### config.mk
export PLATFORM = sky130hd
export DESIGN_NAME = postadder_nthread
export DESIGN_NICKNAME = d
export VERILOG_FILES = /design/src/rtl/postadder_nthread.sv
export SDC_FILE = /design/constraint.sdc
export NUM_CORES = 1
export LEC_CHECK = 0
export BUFFER_PORTS_ARGS = -buffer_cell sky130_fd_sc_hd__buf_4
export CORE_AREA = 4 4 195 197
export CTS_BUF_LIST = sky130_fd_sc_hd__clkbuf_8
export CTS_CLUSTER_DIAMETER = 50
export DETAILED_ROUTE_END_ITERATION = 16
export DIE_AREA = 0 0 199 201
export GPL_TIMING_DRIVEN = 0
export RECOVER_POWER = 25
export SYNTH_ARGS = -nofsm -noshare
export SYNTH_HDL_FRONTEND = slang
export SYNTH_SLANG_ARGS = --single-unit
### constraint.sdc
create_clock -name clk -period 3.42 [get_ports clk]
set_input_delay 0.855 -clock clk [delete_from_list [all_inputs] [get_ports clk]]
set_output_delay 0.855 -clock clk [all_outputs]
set_load 0.02 [all_outputs]
### src/rtl/postadder_nthread.sv
// Post-adder for the thread-interleaved Fp/Fp2 datapath: recombines multiplier products
// into (Z0, Z1) per thread. Optional macro POSTADDER_NONNEG_EN folds negative results by +MOD_OFS.
module postadder_nthread #(
  parameter int N_THREADS = 4,
  parameter int DW        = 16,
  parameter int OW        = DW + 2,
  parameter int MOD_OFS   = 2 ** (DW + 1)
) (
  input  logic                         clk,
  input  logic                         rstn,
  input  logic                         in_valid,
  input  logic [1:0]                   mode,
  input  logic [DW-1:0]                P,
  output logic                         out_valid,
  output logic [$clog2(N_THREADS)-1:0] out_tid,
  output logic [OW-1:0]                Z0,
  output logic [OW-1:0]                Z1,
  output logic                         busy
);

  localparam int TW = $clog2(N_THREADS);
  localparam logic [TW-1:0] TID_MAX = TW'(N_THREADS - 1);

  localparam logic [1:0] MODE_PASS = 2'b00;
  localparam logic [1:0] MODE_FP2  = 2'b01;
  localparam logic [1:0] MODE_SD   = 2'b10;

`ifdef POSTADDER_NONNEG_EN
  localparam bit NONNEG = 1'b1;
`else
  localparam bit NONNEG = 1'b0;
`endif
  localparam logic signed [OW-1:0] OFS = OW'(MOD_OFS);

  logic [TW-1:0] tid;
  logic [1:0]    beat;
  logic [1:0]    act_mode;
  logic [DW-1:0] v0 [N_THREADS];
  logic [DW-1:0] v1 [N_THREADS];

  logic                 group_start;
  logic [1:0]           mode_in;
  logic [1:0]           eff_mode;
  logic [1:0]           last_beat;
  logic                 final_beat;
  logic [DW-1:0]        head0;
  logic [DW-1:0]        head1;
  logic signed [OW-1:0] a0, a1, ap;
  logic signed [OW-1:0] z0_raw, z1_raw, z0_n, z1_n;

  assign group_start = (tid == '0) && (beat == 2'd0);
  assign mode_in     = (mode == 2'b11) ? MODE_PASS : mode;
  // The group's mode is live on its first beat, before it has been latched.
  assign eff_mode    = group_start ? mode_in : act_mode;
  assign final_beat  = (beat == last_beat);
  assign head0       = v0[N_THREADS-1];
  assign head1       = v1[N_THREADS-1];
  assign a0          = {{(OW-DW){1'b0}}, head0};
  assign a1          = {{(OW-DW){1'b0}}, head1};
  assign ap          = {{(OW-DW){1'b0}}, P};
  assign busy        = (tid != '0) || (beat != 2'd0);

  // NOTE: every always_comb output gets a default first so no path infers a latch.
  always_comb begin
    last_beat = 2'd0;
    z0_raw    = ap;
    z1_raw    = '0;
    case (eff_mode)
      MODE_SD: begin
        last_beat = 2'd1;
        z0_raw    = a0 + ap;
        z1_raw    = a0 - ap;
      end
      MODE_FP2: begin
        last_beat = 2'd2;
        z0_raw    = a0 - a1;
        z1_raw    = ap - a0 - a1;
      end
      default: ;
    endcase
    z0_n = z0_raw;
    z1_n = z1_raw;
    if (NONNEG && z0_raw < 0) z0_n = z0_raw + OFS;
    if (NONNEG && z1_raw < 0) z1_n = z1_raw + OFS;
  end

  // NOTE: the buffers sit in the async reset so a discarded group leaves no stale data;
  // all state uses non-blocking assignments so the shift chain moves one slot per edge.
  always_ff @(posedge clk or negedge rstn) begin
    if (!rstn) begin
      tid       <= '0;
      beat      <= 2'd0;
      act_mode  <= MODE_PASS;
      out_valid <= 1'b0;
      out_tid   <= '0;
      Z0        <= '0;
      Z1        <= '0;
      for (int i = 0; i < N_THREADS; i++) begin
        v0[i] <= '0;
        v1[i] <= '0;
      end
    end else begin
      out_valid <= in_valid && final_beat;
      if (in_valid) begin
        if (group_start) act_mode <= mode_in;
        if (tid == TID_MAX) begin
          tid  <= '0;
          beat <= final_beat ? 2'd0 : beat + 2'd1;
        end else begin
          tid <= tid + TW'(1);
        end
        // Buffers not being loaded recirculate their head so each head tracks tid.
        v0[0] <= (beat == 2'd0) ? P : head0;
        v1[0] <= (beat == 2'd1) ? P : head1;
        for (int i = 1; i < N_THREADS; i++) begin
          v0[i] <= v0[i-1];
          v1[i] <= v1[i-1];
        end
        if (final_beat) begin
          out_tid <= tid;
          Z0      <= z0_n;
          Z1      <= z1_n;
        end
      end
    end
  end

endmodule
==> metrics.csv, run 1 <==
stage,metric,value,unit
status,status,finished with violations,
status,violations,"max-capacitance violations, max-slew violations, negative setup slack",
drt,wirelength,32.9,mm
sta,fmax,267,MHz
synthesis,syn-mean-instance-area,9.61,um^2
clock_tree,cts_tree,done,
clock_tree,clock-sinks,173,
layout,final_area,12900,um^2
drt,wire_per_inst,19.2,um
grt,gr-total-overflow,0,
synthesis,synthesis.nets,1234,
setup_path,cp_common_cell,a211o_1,
layout,fill_cells,3714,
grt,grt_pass1_wl,51.4,mm
floorplanning,start_util,29.7,%
sta,clock-skew-final,0.0206,ns
sta,hold_viol,0,
synthesis,syn-cell-area,10800,um^2
synthesis,synth_edf_count,0,
clock_tree,ctsHoldBuffers,0,
grt,antenna_found_initial,0,
power,ir_worst_vdd,0.372,mV
power,combPwrFrac,63.3,%
floorplanning,ioPinCount,61,
power,p_seq_share,25.1,%
power,p_leak,5.66,nW
power,netSwitchingPower,6.34,mW
clock_tree,clk_path_buf_depth,2,
synthesis,synth_top_family_by_area,compound AO/OA/AOI/OAI gates,
hold_path,hp-class,reg2reg,
placed_design,dp_cells,1650,
drt,drc,0,
synthesis,synth_xor_area_share,4.88,%
sta,setup_ws,-0.331,ns
setup_path,crit_fanout,3,
grt,gr-max-usage-layer,met2,
clock_tree,cts_made_buffers,17,
clock_tree,cts_root_buf,clkbuf_8,
setup_path,cp.arrival,4.19,ns
drt,ant_nets,0,
grt,grt.total_usage,16.4,%
sta,drv_slew,52,
sta,min_period_over_period,110,%
grt,grt_use_met1,21.8,%
placed_design,place_ws,-1.71,ns
sta,tightest_slew,2.58,ns
setup_path,r2r_slack,-0.28,ns
layout,antenna_cells,0,
synthesis,yosysWarnings,0,
sta,setup_viol,6,
run,max-cap-violations,1,
drt,dr_total_vias,8790,
placed_design,io_buffers,59,
layout,nets,1343,
floorplanning,die_x,199,um
sta,rsz0062_at_grt,yes,
setup_path,cp-start-kind,primary input,
synthesis,synth-seq-cells,173,
power,finalPower,13.6,mW
placed_design,hpwl,25.0,mm
power,clkPwrFrac,11.6,%
power,switching_share,46.8,%
synthesis,yosys.area_share.simple,9.61,%
setup_path,crit_chain,buf_12 -> inv_12 -> ha_4 -> inv_2 -> fa_2 -> a211oi_2 -> nor2_2 -> o31ai_2 -> a21oi_2 -> a2111o_1 -> nand2_2 -> xnor2_2 -> ha_1 -> a21o_1 -> a211o_1 -> o32a_1 -> a211o_1 -> nand4b_1,
synthesis,seq_area_frac_synth,40.2,%
floorplanning,core-area,36300,um^2
drt,dr.pass1.iters,5,
drt,drt_iter0_drc,687,
synthesis,ys_async_sr_fraction,100,%
synthesis,ys.flop_type,dfrtp_1,
setup_path,crit_buf_inv,3,
sta,relSlewSlack,-72.0,%
drt,viasPerCell,5.13,
setup_path,crit_type,in2reg,
setup_path,cp.required,3.85,ns
clock_tree,htree_levels,4,
layout,drive_above_1_share,22.2,%
floorplanning,num_rows,70,
clock_tree,cts.clk_slew.worst_paths,0.11,ns
setup_path,cpLargestDelayFamily,compound AO/OA/AOI/OAI gates,
synthesis,syn_inst,1122,
synthesis,synth.area.mux_share,10.1,%
synthesis,synthAdderAreaFrac,10.9,%
placed_design,postPlaceCellArea,12000,um^2
grt,grt.met2_usage,26.7,%
setup_path,cpPeakStageDelay,0.34,ns
setup_path,worst_path_max_delay_cell,fa_2,
sta,fin_crit,3.75,ns
synthesis,ys_types,67,
sta,hold_slack,0.485,ns
placed_design,gp_congestion,0.959,
floorplanning,die_h,201,um
synthesis,synth-compound-area-share,19.5,%
floorplanning,dieArea,40000,um^2
layout,syn_to_final_growth,20.0,%
setup_path,worstSetupEndpointType,flop,
power,intPower,7.21,mW
grt,use_met3,2.15,%
grt,grt_pass1_vias,9058,
clock_tree,insertion_delay,0.49,ns
layout,finalNonFillerCells,1712,
power,p_per_area,1050,nW/um^2
grt,grt_max_degree,123,
-- cell usage after synthesis, types with 14 or more instances --
master,count,share of area (%)
dfrtp_1,173,40
a21oi_1,102,4.7
nor2_1,92,3.2
ha_1,86,10
o21ai_0,81,3.8
inv_1,77,2.7
nand2_1,77,2.7
mux2_2,66,6.9
xnor2_1,44,3.6
mux2i_1,34,3.2
clkbuf_1,31,1.1
a21o_1,22,1.5
buf_1,18,0.63
xor2_1,16,1.3
nor2b_1,14,0.81
o21bai_1,14,0.98
-- logic make-up after synthesis --
logic type,count (synthesis)
AOI/OAI and AO/OA,329
and+or+nand+nor,233
DFF,173
buffers and inverters,136
muxes,100
adders and majority gates,91
xor gates and xnor gates,60
-- path summary, 6_finish.rpt --
path | start | cells after the start | endpoint
max | P[0] | 18 | Z1[17]
min | v1[27] | 2 | head1[11]
max reg2reg | head0[1] | 15 | Z1[17]
min reg2reg | v1[27] | 2 | head1[11]
max in group asynchronous | rstn | 1 | head0[1]
min in group asynchronous | rstn | 1 | v1[32]
-- layout make-up --
cell class | count | area (um^2) | area share, %
Buffer | 52 | 228 | 1.76
Inverter | 82 | 332 | 2.56
Tap cell | 468 | 586 | 4.53
Clock buffer | 19 | 262 | 2.02
Clock inverter | 13 | 171 | 1.33
Timing Repair Buffer | 92 | 742 | 5.74
Multi-Input combinational cell | 813 | 6280 | 48.5
Sequential cell | 173 | 4330 | 33.5
-- metal layers --
metal	share of wire (%)	wire length, um	up-vias
li1	-	-	4187
met1	45	14800	4321
met2	47	15600	219
met3	3.7	1210	63
met4	4.0	1320	0
met5	0	0	-
-- power by group through the flow --
stage	logic (mW)	clock network (mW)	registers [mW]
detailed placement	7.46	0	3.43
floorplan	5.25	0	3.48
CTS	8.20	1.61	3.39
finish	8.58	1.57	3.40
global route	9.35	1.69	3.49
global placement	7.34	0	3.39
-- cell usage in the layout, fill, tap and decap left out, types with 12 or more instances in the layout --
| master | count |
|---|---|
| nor2_1 | 87 |
| ha_1 | 78 |
| buf_1 | 16 |
| xor2_1 | 16 |
| o21bai_1 | 14 |
| clkbuf_8 | 19 |
| a22oi_1 | 12 |
| mux2i_1 | 34 |
| dfrtp_1 | 169 |
| a21oi_1 | 92 |
| a21o_1 | 22 |
| xnor2_1 | 41 |
| o21ai_1 | 12 |
| o21ai_0 | 67 |
| nor2b_1 | 14 |
| mux2_2 | 66 |
| clkbuf_1 | 26 |
| buf_4 | 88 |
| nand2_1 | 73 |
| inv_1 | 71 |
-- repair_timing --
action                                  4_1_cts  5_1_grt
gates cloned                                  0        0
setup buffers                                24        8
pin swaps                                    38       29
gates resized for setup                      64       22
endpoints found under the setup margin       40       18
-- registers in the layout, indices dropped and copies added (netlist names), 16 cells and up --
register / count
head1: 16
Z0: 18
v0: 48
head0: 16
Z1: 18
v1: 48
-- metrics by stage --
stage	utilization (%)	setup TNS [ns]
6_report	35.7	-1.34
5_1_grt	35.7	-5.44
4_1_cts	35.3	-1.29
3_5_place_dp	33.0	-45.57
3_3_place_gp	32.9	-40.77
2_1_floorplan	-	-3.09
-- worst min-delay path: stages, from the launching register on --
cell and delay, ns:
dfrtp_1 0.35, nand2_1 0.05, o21ai_0 0.06
Power figures use the tool's default switching activity.
==> inputs of run 2 (changes only) <==
- PLACE_DENSITY: not set -> 0.51
==> run 2 against run 1 <==
  * The run still ends with max-capacitance violations, max-slew violations, negative setup slack left
  * Sequential share of layout area is 0.13 points higher
  * Clock power is 6% lower
  * Total power about the same
  * Cell area decreased by 0.45%
  * Count of clock-buffer cells in the layout is 2 lower
  * Die area stayed put
  * Critical path depth stayed put
  * Core utilization fell by 0.16 points
  * Maximum frequency fell by 1.7%
  * Sequential power hardly changed
  * Routed wire length is 6.3% higher
  * Non-clock buffer count increased by 9
==> metrics.csv, run 2 (synthesis gave the netlist of run 1 again) <==
stage,metric,value,unit,change
setup_path,crit_fanout,5,,+2
sta,fmax,262,MHz,-1.7%
clock_tree,htree_levels,4,,unchanged
clock_tree,cts_root_buf,clkbuf_8,,
setup_path,crit_buf_inv,4,,+1
drt,drt_iter0_drc,552,,-20%
layout,syn_to_final_growth,19.4,%,
sta,drv_slew,63,,+21%
clock_tree,clock-sinks,173,,unchanged
layout,nets,1352,,+0.67%
placed_design,hpwl,26.1,mm,+4.1%
setup_path,crit_start,P[0],,
clock_tree,cts_made_buffers,17,,unchanged
hold_path,hold_path_startpoint,v1[28],,
placed_design,place_ws,-1.83,ns,-0.122 ns
grt,grt.total_usage,17.6,%,+1.2 points
layout,finalNonFillerCells,1719,,+0.41%
sta,relSlewSlack,-10.3,%,+62 points
floorplanning,ioPinCount,61,,unchanged
layout,final_area,12900,um^2,-0.45%
drt,drc,0,,unchanged
sta,clock-skew-final,0.0222,ns,+0.00162 ns
sta,min_period_over_period,112,%,+1.9 points
power,p_per_area,1050,nW/um^2,+0.49%
sta,rsz0062_at_grt,yes,,
sta,hold_viol,0,,unchanged
floorplanning,num_rows,70,,unchanged
sta,tightest_slew,1.65,ns,-0.926 ns
setup_path,cp-start-kind,primary input,,
clock_tree,cts_tree,done,,
setup_path,cpPeakStageDelay,0.41,ns,+0.07 ns
power,ir_worst_vdd,0.361,mV,-3.1%
floorplanning,dieArea,40000,um^2,unchanged
layout,reg_top3,"v0: 48 flops, v1: 48 flops",,
floorplanning,die_h,201,um,unchanged
floorplanning,die_x,199,um,unchanged
clock_tree,ctsHoldBuffers,0,,unchanged
floorplanning,core-area,36300,um^2,unchanged
placed_design,postPlaceCellArea,12000,um^2,unchanged
placed_design,io_buffers,59,,unchanged
hold_path,hp-class,reg2reg,,
layout,antenna_cells,0,,unchanged
setup_path,crit_chain,buf_12 -> inv_12 -> ha_4 -> inv_2 -> fa_2 -> a211oi_2 -> nor2_2 -> o31ai_2 -> a21oi_2 -> nor2_1 -> xnor2_1 -> ha_2 -> buf_12 -> a2111oi_2 -> a21oi_2 -> o32a_1 -> a211o_1 -> nand4b_1,,
floorplanning,start_util,29.7,%,unchanged
setup_path,r2r_start,head0[0],,
clock_tree,cts.clk_slew.worst_paths,0.11,ns,about the same
drt,dr_total_vias,8668,,-1.4%
grt,antenna_found_initial,0,,unchanged
status,status,finished with violations,,
grt,gr-total-overflow,0,,unchanged
grt,grt_pass1_wl,53.7,mm,+4.4%
power,p_leak,5.68,nW,+0.32%
grt,grt_max_degree,113,,-8.1%
placed_design,dp_cells,1650,,unchanged
placed_design,gp_congestion,0.864,,-9.9%
setup_path,cp.required,3.85,ns,about the same
grt,grt_pass1_vias,8899,,-1.8%
sta,setup_ws,-0.395,ns,-0.0637 ns
layout,drive_above_1_share,21.7,%,-0.52 points
drt,wirelength,35.0,mm,+6.3%
clock_tree,insertion_delay,0.48,ns,about the same
layout,final_common_cell,dfrtp_1,,
sta,setup_viol,11,,+5
setup_path,worstSetupEndpointType,flop,,
layout,layout_common_cells,"dfrtp_1, buf_4, a21oi_1",,
drt,viasPerCell,5.04,,-1.8%
setup_path,cp.arrival,4.24,ns,+0.05 ns
drt,ant_nets,0,,unchanged
drt,wire_per_inst,20.4,um,+5.9%
drt,dr.pass1.iters,5,,unchanged
setup_path,cpLargestDelayFamily,compound AO/OA/AOI/OAI gates,,
clock_tree,clk_path_buf_depth,2,,unchanged
setup_path,crit_type,in2reg,,
sta,fin_crit,3.81,ns,+0.0637 ns
status,violations,"max-capacitance violations, max-slew violations, negative setup slack",,
setup_path,worst_path_max_delay_cell,fa_2,,
run,max-cap-violations,1,,unchanged
-- run 2: cell count changes in the layout (fill, tap and decap cells not counted), sizes merged --
cell           before  now
buf               116  123
clkinv              3    7
clkinvlp            2    1
inv                88   85
clkbuf             46   47
clkdlybuf4s25       1    0
-- run 2: area by class of cell --
cell class,instances,area [um^2]
Fill cell,3762,23400
Multi-Input combinational cell,813,6200
Sequential cell,173,4330
Timing Repair Buffer,102,821
Tap cell,468,586
Inverter,82,332
Clock buffer,17,234
Buffer,51,231
Clock inverter,13,143
-- run 2: metal layers --
layer,global-route usage (%),up-vias,part of all wire (%)
li1,-,4190,-
met1,23.9,4288,47
met2,29.3,150,48
met3,2.25,40,2.3
met4,5.40,0,2.5
met5,0,-,0
-- run 2: path summary, 6_finish.rpt --
check	depth (start not counted)	to	slack [ns]
min reg2reg	2	head1[12]	0.48
max	18	Z1[17]	-0.39
min	2	head1[12]	0.48
max reg2reg	16	Z1[17]	-0.32
max in group asynchronous	2	head1[13]	0.42
min in group asynchronous	1	v1[50]	0.80
-- run 2: stage by stage --
step	utilization [%]	setup TNS [ns]	total power, mW	hold slack (ns)
after global placement	32.9	-46.20	10.9	0.462
after global routing	35.5	-12.31	14.5	0.502
after CTS	35.2	-1.31	13.2	0.309
after floorplan	-	-3.09	8.72	0.449
final	35.5	-2.47	13.6	0.476
after detailed placement	33.0	-48.46	11.0	0.464
-- run 2: report_power, final --
part / switching, mW / internal [mW] / total [mW] / leakage (nW)
Sequential: 0.538 / 2.86 / 3.40 / 2.03
Combinational: 4.95 / 3.74 / 8.68 / 3.45
Clock: 0.827 / 0.647 / 1.47 / 0.194
Total: 6.31 / 7.25 / 13.6 / 5.68
-- run 2: worst reg2reg max path: cells and delay by family, from the launching register on --
kind,cells,cell delay [ns]
xor gates and xnor gates,1,0.14
adders and majority gates,3,0.89
buffers and inverters,2,0.18
AOI/OAI and AO/OA,7,1.77
DFF,1,0.44
and+or+nand+nor,3,0.29
-- run 2: timing repair --
action	4_1_cts	5_1_grt
setup buffers	28	14
pin swaps	42	33
resized for setup	56	16
setup endpoints to repair	40	31
